### src/rtl/mc_control_unit.sv
// Multicycle RV32I control unit: Moore FSM sequencing a shared-memory datapath.
// Define CTRL_ILLEGAL_TRAP_EN to trap on unknown opcodes and branch funct3 010/011.
module mc_control_unit #(
    parameter int unsigned WAIT_MAX  = 0,
    parameter int unsigned ALUCTRL_W = 4
) (
    input  logic                 i_clk,
    input  logic                 i_rst,
    input  logic [31:0]          i_instr,
    input  logic                 i_zero,
    input  logic                 i_neg,
    input  logic                 i_carry,
    input  logic                 i_ovf,
    input  logic                 i_mem_ready,
    output logic                 o_mem_req,
    output logic                 o_mem_write,
    output logic                 o_adr_src,
    output logic                 o_ir_write,
    output logic                 o_pc_write,
    output logic                 o_reg_write,
    output logic [1:0]           o_result_src,
    output logic [1:0]           o_alu_src_a,
    output logic [1:0]           o_alu_src_b,
    output logic [2:0]           o_imm_src,
    output logic [ALUCTRL_W-1:0] o_alu_control,
    output logic [3:0]           o_state,
    output logic                 o_fault
);

    typedef enum logic [3:0] {
        StFetch    = 4'd0,
        StDecode   = 4'd1,
        StMemAdr   = 4'd2,
        StMemRead  = 4'd3,
        StMemWb    = 4'd4,
        StMemWrite = 4'd5,
        StExecR    = 4'd6,
        StExecI    = 4'd7,
        StAluWb    = 4'd8,
        StBranch   = 4'd9,
        StJal      = 4'd10,
        StJalr     = 4'd11,
        StUpImm    = 4'd12,
        StTrap     = 4'd13
    } state_e;

    localparam logic [6:0] OpLoad   = 7'b0000011;
    localparam logic [6:0] OpStore  = 7'b0100011;
    localparam logic [6:0] OpR      = 7'b0110011;
    localparam logic [6:0] OpI      = 7'b0010011;
    localparam logic [6:0] OpBranch = 7'b1100011;
    localparam logic [6:0] OpJal    = 7'b1101111;
    localparam logic [6:0] OpJalr   = 7'b1100111;
    localparam logic [6:0] OpLui    = 7'b0110111;
    localparam logic [6:0] OpAuipc  = 7'b0010111;

    localparam logic [3:0] AluAdd = 4'd0;
    localparam logic [3:0] AluSub = 4'd1;

    localparam logic [2:0] ImmI = 3'b000;
    localparam logic [2:0] ImmS = 3'b001;
    localparam logic [2:0] ImmB = 3'b010;
    localparam logic [2:0] ImmJ = 3'b011;
    localparam logic [2:0] ImmU = 3'b100;

    state_e      state_q, state_d;
    logic        fault_q;
    logic        timeout;
    logic        mem_req, mem_write, ir_write, pc_write, reg_write;
    logic [3:0]  alu_op;
    logic        take;
    logic [6:0]  opcode;
    logic [2:0]  funct3;
    logic        unused_instr;

    assign opcode       = i_instr[6:0];
    assign funct3       = i_instr[14:12];
    assign unused_instr = ^{i_instr[31], i_instr[29:15], i_instr[11:7]};

    // alt selects sub (funct3 000) or sra (funct3 101)
    function automatic logic [3:0] alu_decode(input logic [2:0] f3, input logic alt);
        case (f3)
            3'b000:  return alt ? AluSub : AluAdd;
            3'b001:  return 4'd2;
            3'b010:  return 4'd3;
            3'b011:  return 4'd4;
            3'b100:  return 4'd5;
            3'b101:  return alt ? 4'd7 : 4'd6;
            3'b110:  return 4'd8;
            default: return 4'd9;
        endcase
    endfunction

    function automatic logic [2:0] imm_decode(input logic [6:0] op);
        case (op)
            OpStore:         return ImmS;
            OpBranch:        return ImmB;
            OpJal:           return ImmJ;
            OpLui, OpAuipc:  return ImmU;
            default:         return ImmI;
        endcase
    endfunction

    always_comb begin
        case (funct3)
            3'b000:  take = i_zero;
            3'b001:  take = ~i_zero;
            3'b100:  take = i_neg ^ i_ovf;
            3'b101:  take = ~(i_neg ^ i_ovf);
            3'b110:  take = ~i_carry;
            3'b111:  take = i_carry;
            default: take = 1'b0;
        endcase
    end

    generate
        if (WAIT_MAX > 0) begin : g_wait
            localparam int unsigned CntW = (WAIT_MAX > 1) ? $clog2(WAIT_MAX) : 1;
            logic [CntW-1:0] cnt_q;
            logic            waiting;

            assign waiting = ((state_q == StFetch) || (state_q == StMemRead) ||
                              (state_q == StMemWrite)) && !i_mem_ready;
            assign timeout = waiting && (cnt_q == CntW'(WAIT_MAX - 1));

            always_ff @(posedge i_clk or posedge i_rst) begin
                if (i_rst) begin
                    cnt_q <= '0;
                end else if (waiting && !timeout) begin
                    cnt_q <= cnt_q + 1'b1;
                end else begin
                    cnt_q <= '0;
                end
            end
        end else begin : g_no_wait
            assign timeout = 1'b0;
        end
    endgenerate

    always_ff @(posedge i_clk or posedge i_rst) begin
        if (i_rst) begin
            state_q <= StFetch;
            fault_q <= 1'b0;
        end else begin
            state_q <= state_d;
            fault_q <= fault_q | (state_d == StTrap);
        end
    end

    always_comb begin
        state_d      = state_q;
        mem_req      = 1'b0;
        mem_write    = 1'b0;
        ir_write     = 1'b0;
        pc_write     = 1'b0;
        reg_write    = 1'b0;
        o_adr_src    = 1'b0;
        o_result_src = 2'b00;
        o_alu_src_a  = 2'b00;
        o_alu_src_b  = 2'b00;
        o_imm_src    = ImmI;
        alu_op       = AluAdd;
        unique case (state_q)
            StFetch: begin
                mem_req      = 1'b1;
                o_alu_src_b  = 2'b10;
                o_result_src = 2'b10;
                if (i_mem_ready) begin
                    ir_write = 1'b1;
                    pc_write = 1'b1;
                    state_d  = StDecode;
                end else if (timeout) begin
                    state_d = StTrap;
                end
            end
            StDecode: begin
                o_alu_src_a = 2'b01;
                o_alu_src_b = 2'b01;
                o_imm_src   = imm_decode(opcode);
                case (opcode)
                    OpLoad, OpStore: state_d = StMemAdr;
                    OpR:             state_d = StExecR;
                    OpI:             state_d = StExecI;
                    OpBranch:        state_d = StBranch;
                    OpJal:           state_d = StJal;
                    OpJalr:          state_d = StJalr;
                    OpLui, OpAuipc:  state_d = StUpImm;
`ifdef CTRL_ILLEGAL_TRAP_EN
                    default:         state_d = StTrap;
`else
                    default:         state_d = StFetch;
`endif
                endcase
            end
            StMemAdr: begin
                o_alu_src_a = 2'b10;
                o_alu_src_b = 2'b01;
                // Stores need the S-format offset here, loads the I-format one.
                o_imm_src   = imm_decode(opcode);
                state_d     = opcode[5] ? StMemWrite : StMemRead;
            end
            StMemRead: begin
                mem_req   = 1'b1;
                o_adr_src = 1'b1;
                if (i_mem_ready) begin
                    state_d = StMemWb;
                end else if (timeout) begin
                    state_d = StTrap;
                end
            end
            StMemWb: begin
                o_result_src = 2'b01;
                reg_write    = 1'b1;
                state_d      = StFetch;
            end
            StMemWrite: begin
                mem_req   = 1'b1;
                mem_write = 1'b1;
                o_adr_src = 1'b1;
                if (i_mem_ready) begin
                    state_d = StFetch;
                end else if (timeout) begin
                    state_d = StTrap;
                end
            end
            StExecR: begin
                o_alu_src_a = 2'b10;
                alu_op      = alu_decode(funct3, i_instr[30]);
                state_d     = StAluWb;
            end
            StExecI: begin
                o_alu_src_a = 2'b10;
                o_alu_src_b = 2'b01;
                alu_op      = alu_decode(funct3, i_instr[30] && (funct3 == 3'b101));
                state_d     = StAluWb;
            end
            StAluWb: begin
                reg_write = 1'b1;
                state_d   = StFetch;
            end
            StBranch: begin
                o_alu_src_a = 2'b10;
                alu_op      = AluSub;
                pc_write    = take;
                state_d     = StFetch;
`ifdef CTRL_ILLEGAL_TRAP_EN
                if (funct3[2:1] == 2'b01) begin
                    state_d = StTrap;
                end
`endif
            end
            StJal: begin
                o_alu_src_a = 2'b01;
                o_alu_src_b = 2'b10;
                pc_write    = 1'b1;
                state_d     = StAluWb;
            end
            StJalr: begin
                o_alu_src_a = 2'b10;
                o_alu_src_b = 2'b01;
                state_d     = StJal;
            end
            StUpImm: begin
                o_alu_src_a = (opcode == OpLui) ? 2'b11 : 2'b01;
                o_alu_src_b = 2'b01;
                o_imm_src   = ImmU;
                state_d     = StAluWb;
            end
            StTrap: begin
                state_d = StTrap;
            end
            default: begin
                state_d = StFetch;
            end
        endcase
    end

    // Strobes are suppressed combinationally so reset takes effect mid-cycle.
    assign o_mem_req     = mem_req & ~i_rst;
    assign o_mem_write   = mem_write & ~i_rst;
    assign o_ir_write    = ir_write & ~i_rst;
    assign o_pc_write    = pc_write & ~i_rst;
    assign o_reg_write   = reg_write & ~i_rst;
    assign o_alu_control = ALUCTRL_W'(alu_op);
    assign o_state       = state_q;
    assign o_fault       = fault_q;

endmodule

### config.mk
export PLATFORM = sky130hd
export DESIGN_NAME = mc_control_unit
export DESIGN_NICKNAME = d
export VERILOG_FILES = /design/src/rtl/mc_control_unit.sv
export SDC_FILE = /design/constraint.sdc
export NUM_CORES = 1
export LEC_CHECK = 0
export BUFFER_PORTS_ARGS = -buffer_cell sky130_fd_sc_hd__buf_2
export CAP_MARGIN = 30
export CORE_MARGIN = 4
export CORE_UTILIZATION = 36
export DETAILED_ROUTE_END_ITERATION = 8
export PLACE_DENSITY = 0.76
export SKIP_LAST_GASP = 1
export SYNTH_ARGS = -nofsm -noshare
export SYNTH_HDL_FRONTEND = slang
export SYNTH_SLANG_ARGS = --single-unit
### constraint.sdc
create_clock -name i_clk -period 1.8 [get_ports i_clk]
set_input_delay 0.54 -clock i_clk [delete_from_list [all_inputs] [get_ports i_clk]]
set_output_delay 0.54 -clock i_clk [all_outputs]
set_load 0.01 [all_outputs]
==> impl_metrics.csv, run 1 <==
group,metric,value,unit
outcome,status,"finished with violations",
outcome,violations,"setup timing",
sta,finalHoldViolCount,0,
clocking,cts_inserted_buffers,3,
drt,routed-via-count,1199,
drt,ant_nets,0,
placed_design,placed_cells,216,
logic_synthesis,yosysMostFrequentCell,"nor2_1",
logic_synthesis,synthTopCellsByArea,"dfrtp_1 (15%), nand2b_1 (6.0%), nor2_1 (5.4%), nand2_1 (5.0%), mux2i_1 (4.8%)",
global_route,grt_pass1_wl,5409,um
sta,max_slew.worst_pin.slew,251.5,ps
clocking,insertion_delay,240,ps
worst_setup_path,crit_arrival,1640,ps
sta,hold_slack,345.2,ps
sta,clock_skew,4.031,ps
clocking,cts_sinks,5,
worst_setup_path,start_kind,"flip-flop",
global_route,grt.overflow.total,0,
final_layout,area_delta_synth_final,90.66,%
worst_hold_path,min_path_type,"primary input to asynchronous set/reset pin",
placed_design,placed_area,1321,um2
clocking,clockBufferDepth,2,
floorplan,start_util,37.56,%
logic_synthesis,syn_inst,119,
logic_synthesis,synthArstFlopShare,100.0,%
clocking,root_buffer,"clkbuf_4",
pwr,p_per_area,459.0,nW/um2
clocking,cts_tree,"yes",
logic_synthesis,syn_nets,158,
floorplan,fp.dieW,56.04,um
drt,detail_route.first_pass.iterations,4,
final_layout,design_area,1584,um2
logic_synthesis,yosys.cell_types.count,39,
logic_synthesis,synth_edf_count,0,
drt,routed_wl,3164,um
floorplan,die_h,56.04,um
placed_design,place.gp.congestion,0.8616,
job,max-cap-violations,0,
logic_synthesis,syn_area,830.8,um2
logic_synthesis,synthTopCellsByCount,"nor2_1 (12), nand2_1 (11), nand2b_1 (8)",
worst_setup_path,critPathRequiredTime,1260,ps
logic_synthesis,synth_warnings,0,
global_route,grtUsageTotal,20.61,%
placed_design,place_hpwl,2365,um
global_route,antenna_found_initial,0,
logic_synthesis,yosys.area.top_type,"dfrtp_1",
global_route,grt_pass1_vias,1242,
sta,rsz0062_at_grt,"true",
sta,tns,-4706,ps
worst_setup_path,critPathCaptureType,"output port",
clocking,cts.clk_slew.worst_paths,40,ps
sta,fmax,458.0,MHz
floorplan,pin_count,63,
pwr,p_leak,0.7712,nW
sta,relSlewSlack,83.24,%
logic_synthesis,synth-main-ff-cell,"dfrtp_1",
worst_setup_path,crit_fanout,4,
sta,fin_crit_sh,121.3,%
floorplan,die_area,3140,um2
drt,drc,0,
final_layout,final_cells,232,
final_layout,final_nets,244,
clocking,cts-htree-levels,1,
sta,min_period,2184,ps
drt,viasPerCell,5.168,
pwr,peakVddDrop,0.3595,mV
final_layout,antennaDiodeCount,0,
placed_design,io_buffers,41,
floorplan,core,2212,um2
logic_synthesis,synth_area_per_cell,6.981,um2
worst_setup_path,critical_path_class,"flip-flop to output port",
logic_synthesis,yosysTopAreaCellShare,15.06,%
sta,finalSetupViolations,19,
sta,drv_slew,0,
logic_synthesis,ys_seq_elements,5,
sta,fin_ws,-383.5,ps
final_layout,layout-drive-gt1-share,60.29,%
logic_synthesis,seq_area_frac_synth,15.06,%
drt,initialDrtViolationCount,26,
global_route,grt_max_degree,11,
floorplan,rows,17,
drt,wl_per_cell,13.64,um
-- cells by family (layout without fill, tap and decap cells) --
group           after synthesis  count (layout)  synth area share (%)
flops                         5               5                 15.06
buf+inv                      14              99                 10.39
mux                           4               4                 4.819
compound gates               27              27                 19.88
simple gates                 62              62                 42.47
xor+xnor                      7               7                 7.380
-- through the flow --
stage               setup WS [ps]  total power, W  utilization, %
global route               -498.8       0.0007765           71.61
finish                     -383.5       0.0007271           71.61
CTS                        -369.3       0.0007072           68.44
detailed placement         -247.9       0.0005234           59.73
floorplan                  -32.03       0.0003427               -
global placement           -195.1       0.0005090           59.73
-- registers in the layout, summed over array words and instances (netlist names) --
name     flops
o_state      4
o_fault      1
-- power breakdown --
part / leakage, nW / total [W] / internal (W) / switching, W
Sequential: 0.0619 / 0.000135 / 0.000122 / 0.0000131
Combinational: 0.694 / 0.000464 / 0.000236 / 0.000228
Clock: 0.0150 / 0.000128 / 0.0000837 / 0.0000445
Total: 0.771 / 0.000727 / 0.000442 / 0.000285
-- critical path: stages (launching register included) --
cell	delay [ps]
dfrtp_2	430
xor2_2	250
nand4_1	240
nor4b_4	310
buf_2	160
-- cell usage in the layout (no fill, tap or decap), types with 3 or more instances in the layout --
cell type / count
o22ai_1: 3
a21oi_2: 3
clkbuf_4: 3
nand3b_1: 3
o21ai_0: 5
nand2b_4: 5
nor2_1: 9
nand4_1: 3
nand2b_1: 3
nand2_1: 11
inv_1: 4
nand3_1: 3
dfrtp_2: 4
buf_2: 41
buf_4: 39
buf_6: 9
nor3_1: 5
xnor2_1: 4
a21oi_1: 4
mux2i_1: 4
-- final cells by class --
class	count	area, um2
Inverter	5	21.27
Clock buffer	4	26.28
Fill cell	175	628.1
Tap cell	28	35.03
Timing Repair Buffer	90	619.3
Multi-Input combinational cell	100	752.0
Sequential cell	5	130.1
-- what timing repair did --
item                                    in CTS  in global routing
resized for setup                           26                  8
hold buffers                                 0                  0
endpoints found under the hold margin        0                  0
endpoints found under the setup margin      19                 20
buffers inserted                             9                  5
pin swaps                                    6                  7
-- worst paths after layout --
check / startpoint / end / slack (ps) / cells after the start
max in group asynchronous: i_rst / o_state[3] / 1330 / 3
max: o_state[0] / o_imm_src[0] / -380 / 4
min: i_rst / o_state[1] / 350 / 3
min reg2reg: o_fault / o_fault / 470 / 1
min in group i_clk: o_fault / o_fault / 470 / 1
max reg2reg: o_state[1] / o_state[2] / 130 / 7
-- metal layers --
layer | global-route usage [%] | wire (um) | part of all wire (%) | vias up
met3 | 2.320 | 209 | 6.6 | 9
met1 | 21.67 | 1180 | 37 | 547
met2 | 41.40 | 1683 | 53 | 50
met4 | 6.441 | 90 | 2.8 | 0
met5 | 0 | 0 | 0 | -
li1 | - | - | - | 593
Note: power is estimated with default switching activity, not from simulation.
==> run 2, diff against run 1 <==
ABC_AREA = 1   (was default)
ABC_CLOCK_PERIOD_IN_PS = 1800   (was default)
CORE_UTILIZATION = 35   (was 36)
==> impl_metrics.csv, run 2 <==
group,metric,value,unit
logic_synthesis,synthTopCellsByCount,"nand2_1 (38), inv_1 (28), nor2_1 (22)",
sta,finalHoldViolCount,0,
logic_synthesis,synth_warnings,0,
worst_setup_path,crit_arrival,1530,ps
floorplan,core,2022,um2
logic_synthesis,synthArstFlopShare,100.0,%
clocking,cts.clk_slew.worst_paths,40,ps
drt,wl_per_cell,13.25,um
logic_synthesis,yosys.area.top_type,"nand2_1",
drt,routed-via-count,1274,
clocking,root_buffer,"clkbuf_4",
drt,initialDrtViolationCount,30,
worst_setup_path,start_kind,"flip-flop",
outcome,status,"finished with violations",
worst_setup_path,crit_fanout,4,
logic_synthesis,yosysTopAreaCellShare,18.51,%
global_route,use_met3,4.558,%
pwr,power_frac_seq,18.5,%
floorplan,rows,16,
global_route,gr-usage-met2,32.28,%
logic_synthesis,ys_seq_elements,5,
sta,relSlewSlack,76.23,%
drt,ant_nets,0,
logic_synthesis,synth_edf_count,0,
clocking,cts_sinks,5,
placed_design,place_hpwl,1972,um
sta,tns,-3192,ps
logic_synthesis,yosys.cell_types.count,21,
logic_synthesis,yosysMostFrequentCell,"nand2_1",
final_layout,antennaDiodeCount,0,
sta,drv_slew,0,
global_route,grt.busiest_layer,"met2",
pwr,p_total,0.0007754,W
global_route,met1_usage,21.95,%
final_layout,final_common_cell,"buf_2",
clocking,clockBufferDepth,2,
final_layout,mostFrequentLayoutCells,"buf_2 (37), buf_4 (28), nand2_1 (27)",
placed_design,place.gp.congestion,0.8360,
clocking,cts-htree-levels,1,
sta,fin_ws,-266.3,ps
pwr,p_int,0.0004484,W
drt,drc,0,
sta,clock_skew,0.6363,ps
worst_setup_path,critPathCaptureType,"output port",
worst_setup_path,critical_path_class,"flip-flop to output port",
final_layout,final_nets,268,
worst_setup_path,critPathRequiredTime,1260,ps
job,max-cap-violations,0,
logic_synthesis,syn_nets,189,
pwr,p_per_area,508.0,nW/um2
final_layout,largest_register_ffs,4,
final_layout,regArea,128.9,um2
sta,max_slew.worst_pin.slew,353.6,ps
global_route,grtUsageTotal,18.03,%
logic_synthesis,syn_area,770.7,um2
drt,routed_wl,3379,um
pwr,p_clk_share,17.3,%
drt,detail_route.first_pass.iterations,4,
global_route,grt_pass1_wl,4043,um
final_layout,fill_cells,156,
global_route,grt_pass1_vias,1003,
global_route,antenna_found_initial,0,
clocking,cts_tree,"yes",
clocking,cts_inserted_buffers,3,
floorplan,fp.dieW,54.93,um
outcome,violations,"setup timing",
logic_synthesis,seq_area_frac_synth,16.23,%
pwr,p_leak,0.8922,nW
placed_design,io_buffers,41,
worst_hold_path,min_path_type,"primary input to asynchronous set/reset pin",
clocking,ctsHoldBuffers,0,
floorplan,die_h,54.93,um
global_route,grt_max_degree,11,
logic_synthesis,synthTopCellsByArea,"nand2_1 (19%), dfrtp_1 (16%), inv_1 (14%), nor2_1 (11%), o21ai_0 (5.8%)",
floorplan,start_util,38.12,%
floorplan,die_area,3017,um2
sta,fmax,483.9,MHz
final_layout,area_delta_synth_final,98.05,%
sta,finalSetupViolations,19,
pwr,power_switching,0.0003270,W
sta,rsz0062_at_grt,"true",
pwr,peakVddDrop,0.6026,mV
final_layout,multi_input_area,688.2,um2
floorplan,pin_count,63,
pwr,combPwrFrac,64.3,%
placed_design,place_ws,-127.8,ps
sta,fin_crit_sh,114.8,%
clocking,insertion_delay,250,ps
pwr,swShare,42.17,%
logic_synthesis,synth_area_per_cell,5.138,um2
global_route,grt.overflow.total,0,
final_layout,layout-drive-gt1-share,57.89,%
logic_synthesis,synth-main-ff-cell,"dfrtp_1",
drt,viasPerCell,4.996,
logic_synthesis,syn_inst,150,
sta,min_period,2066,ps
run 2: timing repair:
action | 4_1_cts | 5_1_grt
endpoints found under the setup margin | 19 | 19
gates resized for setup | 29 | 39
pin swaps | 11 | 14
buffers inserted | 5 | 9
gates cloned | 0 | 0
run 2: final timing paths:
check | start | end | slack, ps | depth (start not counted)
min in group i_clk | o_fault | o_fault | 460 | 1
hold reg to reg | o_fault | o_fault | 460 | 1
setup / recovery | o_state[1] | o_alu_control[0] | -270 | 7
setup reg to reg | o_state[0] | o_state[2] | 200 | 9
max in group asynchronous | i_rst | o_state[2] | 1340 | 3
hold / removal | i_rst | o_state[1] | 350 | 3
run 2: logic make-up (layout without fill, tap and decap cells):
logic type | Yosys count | in the layout | share of synthesized area [%]
buffers and inverters | 35 | 113 | 17.21
AO/OA/AOI/OAI | 17 | 17 | 11.69
flip-flops | 5 | 5 | 16.23
AND/OR/NAND/NOR | 93 | 93 | 54.87
run 2: area by class of cell:
cell class / count / area share [%]
clock buffer: 4 / 1.721
inverter: 34 / 8.689
multi-input combinational: 110 / 45.08
sequential: 5 / 8.443
tap: 27 / 2.213
timing repair buffer: 75 / 33.85
run 2: per-stage QoR:
stage | hold WS [ps] | utilization [%] | area (um2) | std cells
4_1_cts | 317.4 | 64.05 | 1295 | 246
2_1_floorplan | 324.3 | - | 774.5 | 150
3_3_place_gp | 444.0 | 57.30 | 1159 | 237
6_report | 347.2 | 75.50 | 1526 | 255
5_1_grt | 344.4 | 75.50 | 1526 | 255
3_5_place_dp | 464.9 | 57.30 | 1159 | 237
run 2: layer usage:
layer / up-vias / part of all wire, %
met5: - / 0
met2: 59 / 53
met1: 579 / 39
met4: 0 / 1.9
li1: 628 / -
met3: 8 / 6.2
run 2: power groups by stage:
stage	combinational (W)	sequential [W]	clock (W)
final	0.000498	0.000143	0.000134
after global routing	0.000531	0.000144	0.000150
after CTS	0.000355	0.000141	0.000136
after detailed placement	0.000311	0.000134	0
after global placement	0.000308	0.000134	0
after floorplan	0.000159	0.000139	0
run 2: critical path, stage by stage (launching register included):
cell and delay (ps):
dfrtp_2 460, inv_4 60, nor2_4 180, nand4_1 120, o21ai_1 120, nand2_1 70, a21oi_1 120, buf_2 150
